### src/rtl/serial_link_fifo.sv
// serial_link_fifo: clocked serial TX, synchronised serial RX
// and a show-ahead RX FIFO with sticky error flags.
module serial_link_fifo #(
  parameter int WORD_W     = 32,
  parameter int DEPTH      = 4,
  parameter int CLK_DIV    = 8,
  parameter int RX_TIMEOUT = 1024
) (
  input  logic                     clock,
  input  logic                     reset_not,
  input  logic                     serial_data_in,
  input  logic                     serial_clock_in,
  output logic                     serial_data_out,
  output logic                     serial_clock_out,
  input  logic [WORD_W-1:0]        tx_word,
  input  logic                     tx_valid,
  output logic                     tx_ready,
  output logic [WORD_W-1:0]        rx_word,
  output logic                     rx_valid,
  input  logic                     rx_pop,
  output logic [$clog2(DEPTH):0]   rx_count,
  output logic [2:0]               err_flags,
  input  logic                     err_clear
);

  localparam int FW = WORD_W + 2;
  localparam int TW = $clog2(2 * CLK_DIV);
  localparam int BW = $clog2(FW);
  localparam int RW = $clog2(WORD_W);
  localparam int OW = $clog2(RX_TIMEOUT + 1);
  localparam int AW = $clog2(DEPTH);
  localparam int CW = AW + 1;

  localparam logic [TW-1:0] T_HALF = TW'(CLK_DIV - 1);
  localparam logic [TW-1:0] T_GAP  = TW'(2 * CLK_DIV - 1);
  localparam logic [BW-1:0] B_LAST = BW'(FW - 1);
  localparam logic [RW-1:0] R_LAST = RW'(WORD_W - 1);
  localparam logic [OW-1:0] O_LAST = OW'(RX_TIMEOUT - 1);
  localparam logic [CW-1:0] C_FULL = CW'(DEPTH);

  typedef enum logic [1:0] {
    IDLE,
    LOW,
    HIGH,
    GAP
  } tx_st_t;

  typedef enum logic [1:0] {
    R_IDLE,
    R_DATA,
    R_PARITY
  } rx_st_t;

  // ---------------- transmitter ----------------
  tx_st_t          tx_st_q, tx_st_d;
  logic [FW-1:0]   tx_sh_q, tx_sh_d;
  logic [BW-1:0]   tx_bit_q, tx_bit_d;
  logic [TW-1:0]   tx_tmr_q, tx_tmr_d;
  logic            sclk_q, sclk_d;
  logic            sdo_q, sdo_d;

  // TX sequencing; pin values are registered from the next state
  // so the serial clock and data pins are glitch-free.
  always_comb begin
    tx_st_d  = tx_st_q;
    tx_sh_d  = tx_sh_q;
    tx_bit_d = tx_bit_q;
    tx_tmr_d = tx_tmr_q;
    unique case (tx_st_q)
      IDLE: begin
        if (tx_valid) begin
          tx_sh_d  = {1'b1, tx_word, ^tx_word};
          tx_bit_d = '0;
          tx_tmr_d = T_HALF;
          tx_st_d  = LOW;
        end
      end
      LOW: begin
        if (tx_tmr_q == '0) begin
          tx_tmr_d = T_HALF;
          tx_st_d  = HIGH;
        end else begin
          tx_tmr_d = tx_tmr_q - TW'(1);
        end
      end
      HIGH: begin
        if (tx_tmr_q == '0) begin
          if (tx_bit_q == B_LAST) begin
            tx_tmr_d = T_GAP;
            tx_st_d  = GAP;
          end else begin
            tx_sh_d  = {tx_sh_q[FW-2:0], 1'b0};
            tx_bit_d = tx_bit_q + BW'(1);
            tx_tmr_d = T_HALF;
            tx_st_d  = LOW;
          end
        end else begin
          tx_tmr_d = tx_tmr_q - TW'(1);
        end
      end
      GAP: begin
        if (tx_tmr_q == '0) begin
          tx_st_d = IDLE;
        end else begin
          tx_tmr_d = tx_tmr_q - TW'(1);
        end
      end
      default: tx_st_d = IDLE;
    endcase
    sclk_d = (tx_st_d == HIGH);
    sdo_d  = ((tx_st_d == LOW) || (tx_st_d == HIGH))
           ? tx_sh_d[FW-1] : 1'b0;
  end

  // TX state registers
  always_ff @(posedge clock or negedge reset_not) begin
    if (!reset_not) begin
      tx_st_q  <= IDLE;
      tx_sh_q  <= '0;
      tx_bit_q <= '0;
      tx_tmr_q <= '0;
      sclk_q   <= 1'b0;
      sdo_q    <= 1'b0;
    end else begin
      tx_st_q  <= tx_st_d;
      tx_sh_q  <= tx_sh_d;
      tx_bit_q <= tx_bit_d;
      tx_tmr_q <= tx_tmr_d;
      sclk_q   <= sclk_d;
      sdo_q    <= sdo_d;
    end
  end

  assign tx_ready         = (tx_st_q == IDLE);
  assign serial_clock_out = sclk_q;
  assign serial_data_out  = sdo_q;

  // ---------------- receiver ----------------
  logic [1:0] sd_sync_q, sd_sync_d;
  logic [2:0] sc_sync_q, sc_sync_d;
  logic       rise;
  logic       samp;

  // two-flop synchronisers; third clock stage is the edge history
  always_comb begin
    sd_sync_d = {sd_sync_q[0], serial_data_in};
    sc_sync_d = {sc_sync_q[1:0], serial_clock_in};
  end

  // synchroniser registers
  always_ff @(posedge clock or negedge reset_not) begin
    if (!reset_not) begin
      sd_sync_q <= '0;
      sc_sync_q <= '0;
    end else begin
      sd_sync_q <= sd_sync_d;
      sc_sync_q <= sc_sync_d;
    end
  end

  assign rise = sc_sync_q[1] & ~sc_sync_q[2];
  assign samp = sd_sync_q[1];

  rx_st_t            rx_st_q, rx_st_d;
  logic [WORD_W-1:0] rx_sh_q, rx_sh_d;
  logic [RW-1:0]     rx_cnt_q, rx_cnt_d;
  logic [OW-1:0]     rx_tmo_q, rx_tmo_d;
  logic              push;
  logic              perr_set;
  logic              ferr_set;

  // RX frame decode with mid-frame idle timeout
  always_comb begin
    rx_st_d  = rx_st_q;
    rx_sh_d  = rx_sh_q;
    rx_cnt_d = rx_cnt_q;
    push     = 1'b0;
    perr_set = 1'b0;
    ferr_set = 1'b0;
    if (rise || (rx_st_q == R_IDLE)) begin
      rx_tmo_d = '0;
    end else begin
      rx_tmo_d = rx_tmo_q + OW'(1);
    end
    unique case (rx_st_q)
      R_IDLE: begin
        if (rise && samp) begin
          rx_cnt_d = '0;
          rx_st_d  = R_DATA;
        end
      end
      R_DATA: begin
        if (rise) begin
          rx_sh_d  = {rx_sh_q[WORD_W-2:0], samp};
          rx_cnt_d = rx_cnt_q + RW'(1);
          if (rx_cnt_q == R_LAST) begin
            rx_st_d = R_PARITY;
          end
        end else if (rx_tmo_q == O_LAST) begin
          ferr_set = 1'b1;
          rx_st_d  = R_IDLE;
        end
      end
      R_PARITY: begin
        if (rise) begin
          rx_st_d = R_IDLE;
          if ((^rx_sh_q) == samp) begin
            push = 1'b1;
          end else begin
            perr_set = 1'b1;
          end
        end else if (rx_tmo_q == O_LAST) begin
          ferr_set = 1'b1;
          rx_st_d  = R_IDLE;
        end
      end
      default: rx_st_d = R_IDLE;
    endcase
  end

  // RX state registers
  always_ff @(posedge clock or negedge reset_not) begin
    if (!reset_not) begin
      rx_st_q  <= R_IDLE;
      rx_sh_q  <= '0;
      rx_cnt_q <= '0;
      rx_tmo_q <= '0;
    end else begin
      rx_st_q  <= rx_st_d;
      rx_sh_q  <= rx_sh_d;
      rx_cnt_q <= rx_cnt_d;
      rx_tmo_q <= rx_tmo_d;
    end
  end

  // ---------------- RX FIFO ----------------
  logic [WORD_W-1:0] mem_q [DEPTH];
  logic [AW-1:0]     wr_q, wr_d;
  logic [AW-1:0]     rd_q, rd_d;
  logic [CW-1:0]     cnt_q, cnt_d;
  logic              full;
  logic              pop;
  logic              wr_en;
  logic              ovf_set;

  // a pop frees the full slot in the same cycle, so push still lands
  always_comb begin
    full    = (cnt_q == C_FULL);
    pop     = rx_pop && (cnt_q != '0);
    wr_en   = push && (!full || pop);
    ovf_set = push && full && !pop;
    wr_d    = wr_en ? wr_q + AW'(1) : wr_q;
    rd_d    = pop ? rd_q + AW'(1) : rd_q;
    unique case ({wr_en, pop})
      2'b10:   cnt_d = cnt_q + CW'(1);
      2'b01:   cnt_d = cnt_q - CW'(1);
      default: cnt_d = cnt_q;
    endcase
  end

  // FIFO storage; contents are only visible while non-empty
  always_ff @(posedge clock) begin
    if (wr_en) begin
      mem_q[wr_q] <= rx_sh_q;
    end
  end

  // FIFO pointers and occupancy
  always_ff @(posedge clock or negedge reset_not) begin
    if (!reset_not) begin
      wr_q  <= '0;
      rd_q  <= '0;
      cnt_q <= '0;
    end else begin
      wr_q  <= wr_d;
      rd_q  <= rd_d;
      cnt_q <= cnt_d;
    end
  end

  assign rx_count = cnt_q;
  assign rx_valid = (cnt_q != '0);
  assign rx_word  = rx_valid ? mem_q[rd_q] : '0;

  // ---------------- sticky errors ----------------
  logic [2:0] err_q, err_d;

  // a set event in the clear cycle survives the clear
  always_comb begin
    err_d = (err_q & {3{~err_clear}})
          | {ferr_set, ovf_set, perr_set};
  end

  // error flag register
  always_ff @(posedge clock or negedge reset_not) begin
    if (!reset_not) begin
      err_q <= '0;
    end else begin
      err_q <= err_d;
    end
  end

  assign err_flags = err_q;

endmodule

### config.mk
export PLATFORM = sky130hd
export DESIGN_NAME = serial_link_fifo
export DESIGN_NICKNAME = d
export VERILOG_FILES = /design/src/rtl/serial_link_fifo.sv
export SDC_FILE = /design/constraint.sdc
export NUM_CORES = 1
export LEC_CHECK = 0
export ABC_AREA = 1
export ABC_CLOCK_PERIOD_IN_PS = 3900
export CORE_UTILIZATION = 55
export CTS_CLUSTER_DIAMETER = 80
export DETAILED_ROUTE_END_ITERATION = 6
export GPL_TIMING_DRIVEN = 0
export PLACE_DENSITY_LB_ADDON = 0.25
export SKIP_CTS_REPAIR_TIMING = 1
export SLEW_MARGIN = 20
export SYNTH_ARGS = -nofsm -noshare
export SYNTH_HDL_FRONTEND = slang
export SYNTH_SLANG_ARGS = --single-unit
### constraint.sdc
create_clock -name clock -period 3.9 [get_ports clock]
set_input_delay 1.17 -clock clock [delete_from_list [all_inputs] [get_ports clock]]
set_output_delay 1.17 -clock clock [all_outputs]
set_load 0.01 [all_outputs]
==> flow_summary.json <==
{
  "core_area_um2": 19600,
  "die_y_um": 144,
  "route.detailed.drc": 0,
  "fin_nets": 1363,
  "grt_antenna_before_repair": 0,
  "slew_headroom_pct": 51.7,
  "grt_pass1_vias": 7929,
  "tightest_slew_ns": 0.722,
  "synth-seq-cells": 241,
  "grt_usage_pct": 23.3,
  "leakagePower_nw": 5.37,
  "grt_pass1_wl_um": 37600,
  "status": "finished, final reports clean",
  "drive_gt1_share_pct": 6.18,
  "yosysSeqAreaShare_pct": 60.5,
  "area_growth_pct": 19.3,
  "initial_core_util_pct": 56.3,
  "synth_area_um2": 11000,
  "crit_fanout": 10,
  "post-route-util_pct": 67.2,
  "synth.avg_cell_area_um2": 9.22,
  "critPathLaunch": "rd_q[0]",
  "htreeDepth": 1,
  "cp_common_cell": "nor2_1",
  "slew_viol_final": 0,
  "path_delay_family": "buffers and inverters",
  "drt_first_pass_iters": 5,
  "p_sw_share_pct": 35.3,
  "pwr-share-comb_pct": 36.0,
  "ant_nets": 0,
  "synth_cell_type_count": 39,
  "peakVddDrop_mv": 0.392,
  "place_congestion": 0.820,
  "seqPwrFrac_pct": 37.2,
  "routedWlPerCell_um": 14.5,
  "grt_max_degree": 58,
  "fin_crit_ns": 3.78,
  "antenna_cells": 0,
  "fmax_ghz": 0.264,
  "hpwlAfterDp_um": 15300,
  "cts_buffers": 25,
  "clockBufferDepth": 3,
  "maxCapViolCount": 0,
  "critPathLaunchType": "flip-flop",
  "ys_warn_count": 0,
  "hold_violations": 0,
  "grt_overflow_total": 0,
  "clk_latency_ns": 0.52,
  "r2r_cells": 16,
  "seq_area_um2": 6670,
  "cts_tree": "done",
  "finalSetupViolations": 0,
  "worst_ep_arrival_time_ns": 2.61,
  "port_buffers": 80,
  "synth_nets": 1252,
  "vias": 8291,
  "cp-end-kind": "output port",
  "critical_path_class": "flip-flop to output port",
  "cp_slowest_cell": "clkdlybuf4s50_1",
  "critPathRequiredTime_ns": 2.73,
  "clkPwrFrac_pct": 26.8,
  "fin_cells": 1591,
  "cts.sinks": 241,
  "p_int_mw": 5.78,
  "cp_num_buf_inv": 2,
  "finalWirelength_um": 23100,
  "n_fill_cell": 1507,
  "min_path_cells": 0,
  "root_buffer": "clkbuf_16",
  "skew_ns": 0.0116,
  "clkTransAtPathRegs_ns": 0.06,
  "p_total_mw": 8.93,
  "max_stage_delay_ns": 0.58,
  "multi_input_area_um2": 3850,
  "reg2reg_from": "rx_sh_q[15]",
  "hp-class": "flip-flop to flip-flop",
  "fin_crit_sh_pct": 97.0,
  "switchingPower_mw": 3.16,
  "syn_inst": 1197,
  "hold_start": "sc_sync_q[0]",
  "power.density_nw_per_um2": 679,
  "dp_cells": 1547,
  "io_pins": 81,
  "drtIter0Drc": 411,
  "dieArea_um2": 20600,
  "path_cells": "buf_1 -> nor2_1 -> nor2_1 -> o21ai_0 -> a21oi_1 -> clkdlybuf4s50_1",
  "viasPerCell": 5.21,
  "worstSetupPathDepth": 6,
  "placement_rows": 51,
  "rsz0062_at_grt": "no",
  "die_x_um": 144
}
routing by layer:
metal | GRT usage (%) | wire length, um | vias to the layer above
met5 | 0 | 0 | -
met4 | 6.61 | 360 | 0
met3 | 3.07 | 1290 | 31
met2 | 41.6 | 11700 | 225
met1 | 29.6 | 9760 | 3897
li1 | - | - | 4138
registers in the layout, summed over array words and instances (netlist names):
name              count
rx_st_q               2
tx_st_q               2
tx_sh_q              34
serial_data_out       1
tx_tmr_q              4
wr_q                  2
serial_clock_out      1
err_flags             3
rd_q                  2
rx_tmo_q             11
rx_sh_q              32
tx_bit_q              6
rx_cnt_q              5
sc_sync_q             3
sd_sync_q             2
mem_q               128
rx_count              3
logic make-up (layout without fill, tap and decap cells):
family,count (synthesis),after routing,share of synthesized area [%]
simple gates,584,584,21.5
flops,241,241,60.5
compound gates,174,174,8.32
buf+inv,146,275,4.97
xor+xnor,36,36,2.86
fa+ha+maj,16,16,1.88
per-stage QoR:
stage                     hold WS [ns]  setup TNS [ns]  cell area (um^2)  setup slack [ns]
after global placement           0.334         -453.11             12200             -2.95
after floorplan                  0.331               0             11000             0.519
after detailed placement         0.335               0             12300             0.225
after CTS                        0.348           -5.56             13200            -0.348
final                            0.348               0             13200             0.117
after global routing             0.369               0             13200           0.00675
cells in the mapped netlist:
library cell / number / area, um^2
nand2_1: 340 / 1280
nor2_1: 158 / 593
edfxtp_1: 128 / 3840
dfrtp_1: 113 / 2830
o21ai_0: 112 / 561
inv_1: 97 / 364
nand3_1: 54 / 270
a21oi_1: 43 / 215
clkbuf_1: 29 / 109
xnor2_1: 21 / 184
ha_1: 15 / 188
xor2_1: 15 / 131
buf_1: 12 / 45.0
inv_2: 7 / 26.3
nor3_1: 7 / 35.0
nor3b_1: 6 / 45.0
o21ai_1: 5 / 25.0
nand4_1: 4 / 25.0
nor2_4: 4 / 45.0
a31oi_1: 3 / 18.8
nor2_2: 3 / 18.8
nand3_2: 2 / 20.0
o31ai_1: 2 / 15.0
or2_4: 2 / 17.5
a211oi_1: 1 / 7.51
a22oi_2: 1 / 12.5
a32oi_1: 1 / 8.76
and3_1: 1 / 6.26
clkinv_1: 1 / 3.75
fa_1: 1 / 20.0
nand2_2: 1 / 6.26
nor3_2: 1 / 10.0
nor4_1: 1 / 6.26
o211ai_1: 1 / 7.51
o211ai_2: 1 / 12.5
o21a_1: 1 / 7.51
o22ai_1: 1 / 6.26
o22ai_2: 1 / 12.5
o32ai_1: 1 / 8.76
layout make-up:
cell class | instances | share of cell area (%)
Multi-Input combinational cell | 810 | 29.2
Timing Repair Buffer | 85 | 7.05
Clock inverter | 16 | 1.26
Tap cell | 265 | 2.52
Clock buffer | 29 | 5.02
Inverter | 105 | 2.99
Sequential cell | 241 | 50.7
Buffer | 40 | 1.24
power groups by stage:
stage,Clock [mW],Combinational (mW),Sequential (mW)
after floorplan,0,1.92,3.30
after global placement,0,3.09,3.34
after detailed placement,0,3.20,3.35
after CTS,2.43,3.23,3.31
after global routing,2.53,3.61,3.37
final,2.40,3.22,3.32
cells in the final DEF (no fill, tap or decap), drive strengths merged, types with 2 or more instances in the layout:
| master | netlist | layout |
|---|---|---|
| or2 | 2 | 2 |
| edfxtp | 128 | 128 |
| o21ai | 117 | 117 |
| o31ai | 2 | 2 |
| clkinvlp | 0 | 4 |
| nand3 | 56 | 56 |
| dfrtp | 113 | 113 |
| xnor2 | 21 | 21 |
| nor3 | 8 | 8 |
| buf | 12 | 15 |
| nand2 | 341 | 341 |
| bufinv | 0 | 3 |
| inv | 104 | 105 |
| a31oi | 3 | 3 |
| clkdlybuf4s50 | 0 | 79 |
| nor3b | 6 | 6 |
| clkinv | 1 | 9 |
| a21oi | 43 | 43 |
| nand4 | 4 | 4 |
| clkbuf | 29 | 60 |
| xor2 | 15 | 15 |
| nor2 | 165 | 165 |
| ha | 15 | 15 |
| o22ai | 2 | 2 |
| o211ai | 2 | 2 |
path summary, 6_finish.rpt:
path | to | slack (ns)
setup / recovery | rx_word[17] | 0.12
hold / removal | sc_sync_q[1] | 0.35
setup reg to reg | mem_q[2][10] | 0.85
hold reg to reg | sc_sync_q[1] | 0.35
max in group asynchronous | tx_sh_q[8] | 2.57
min in group asynchronous | rd_q[1] | 0.63
Note: power is estimated with default switching activity, not from simulation.
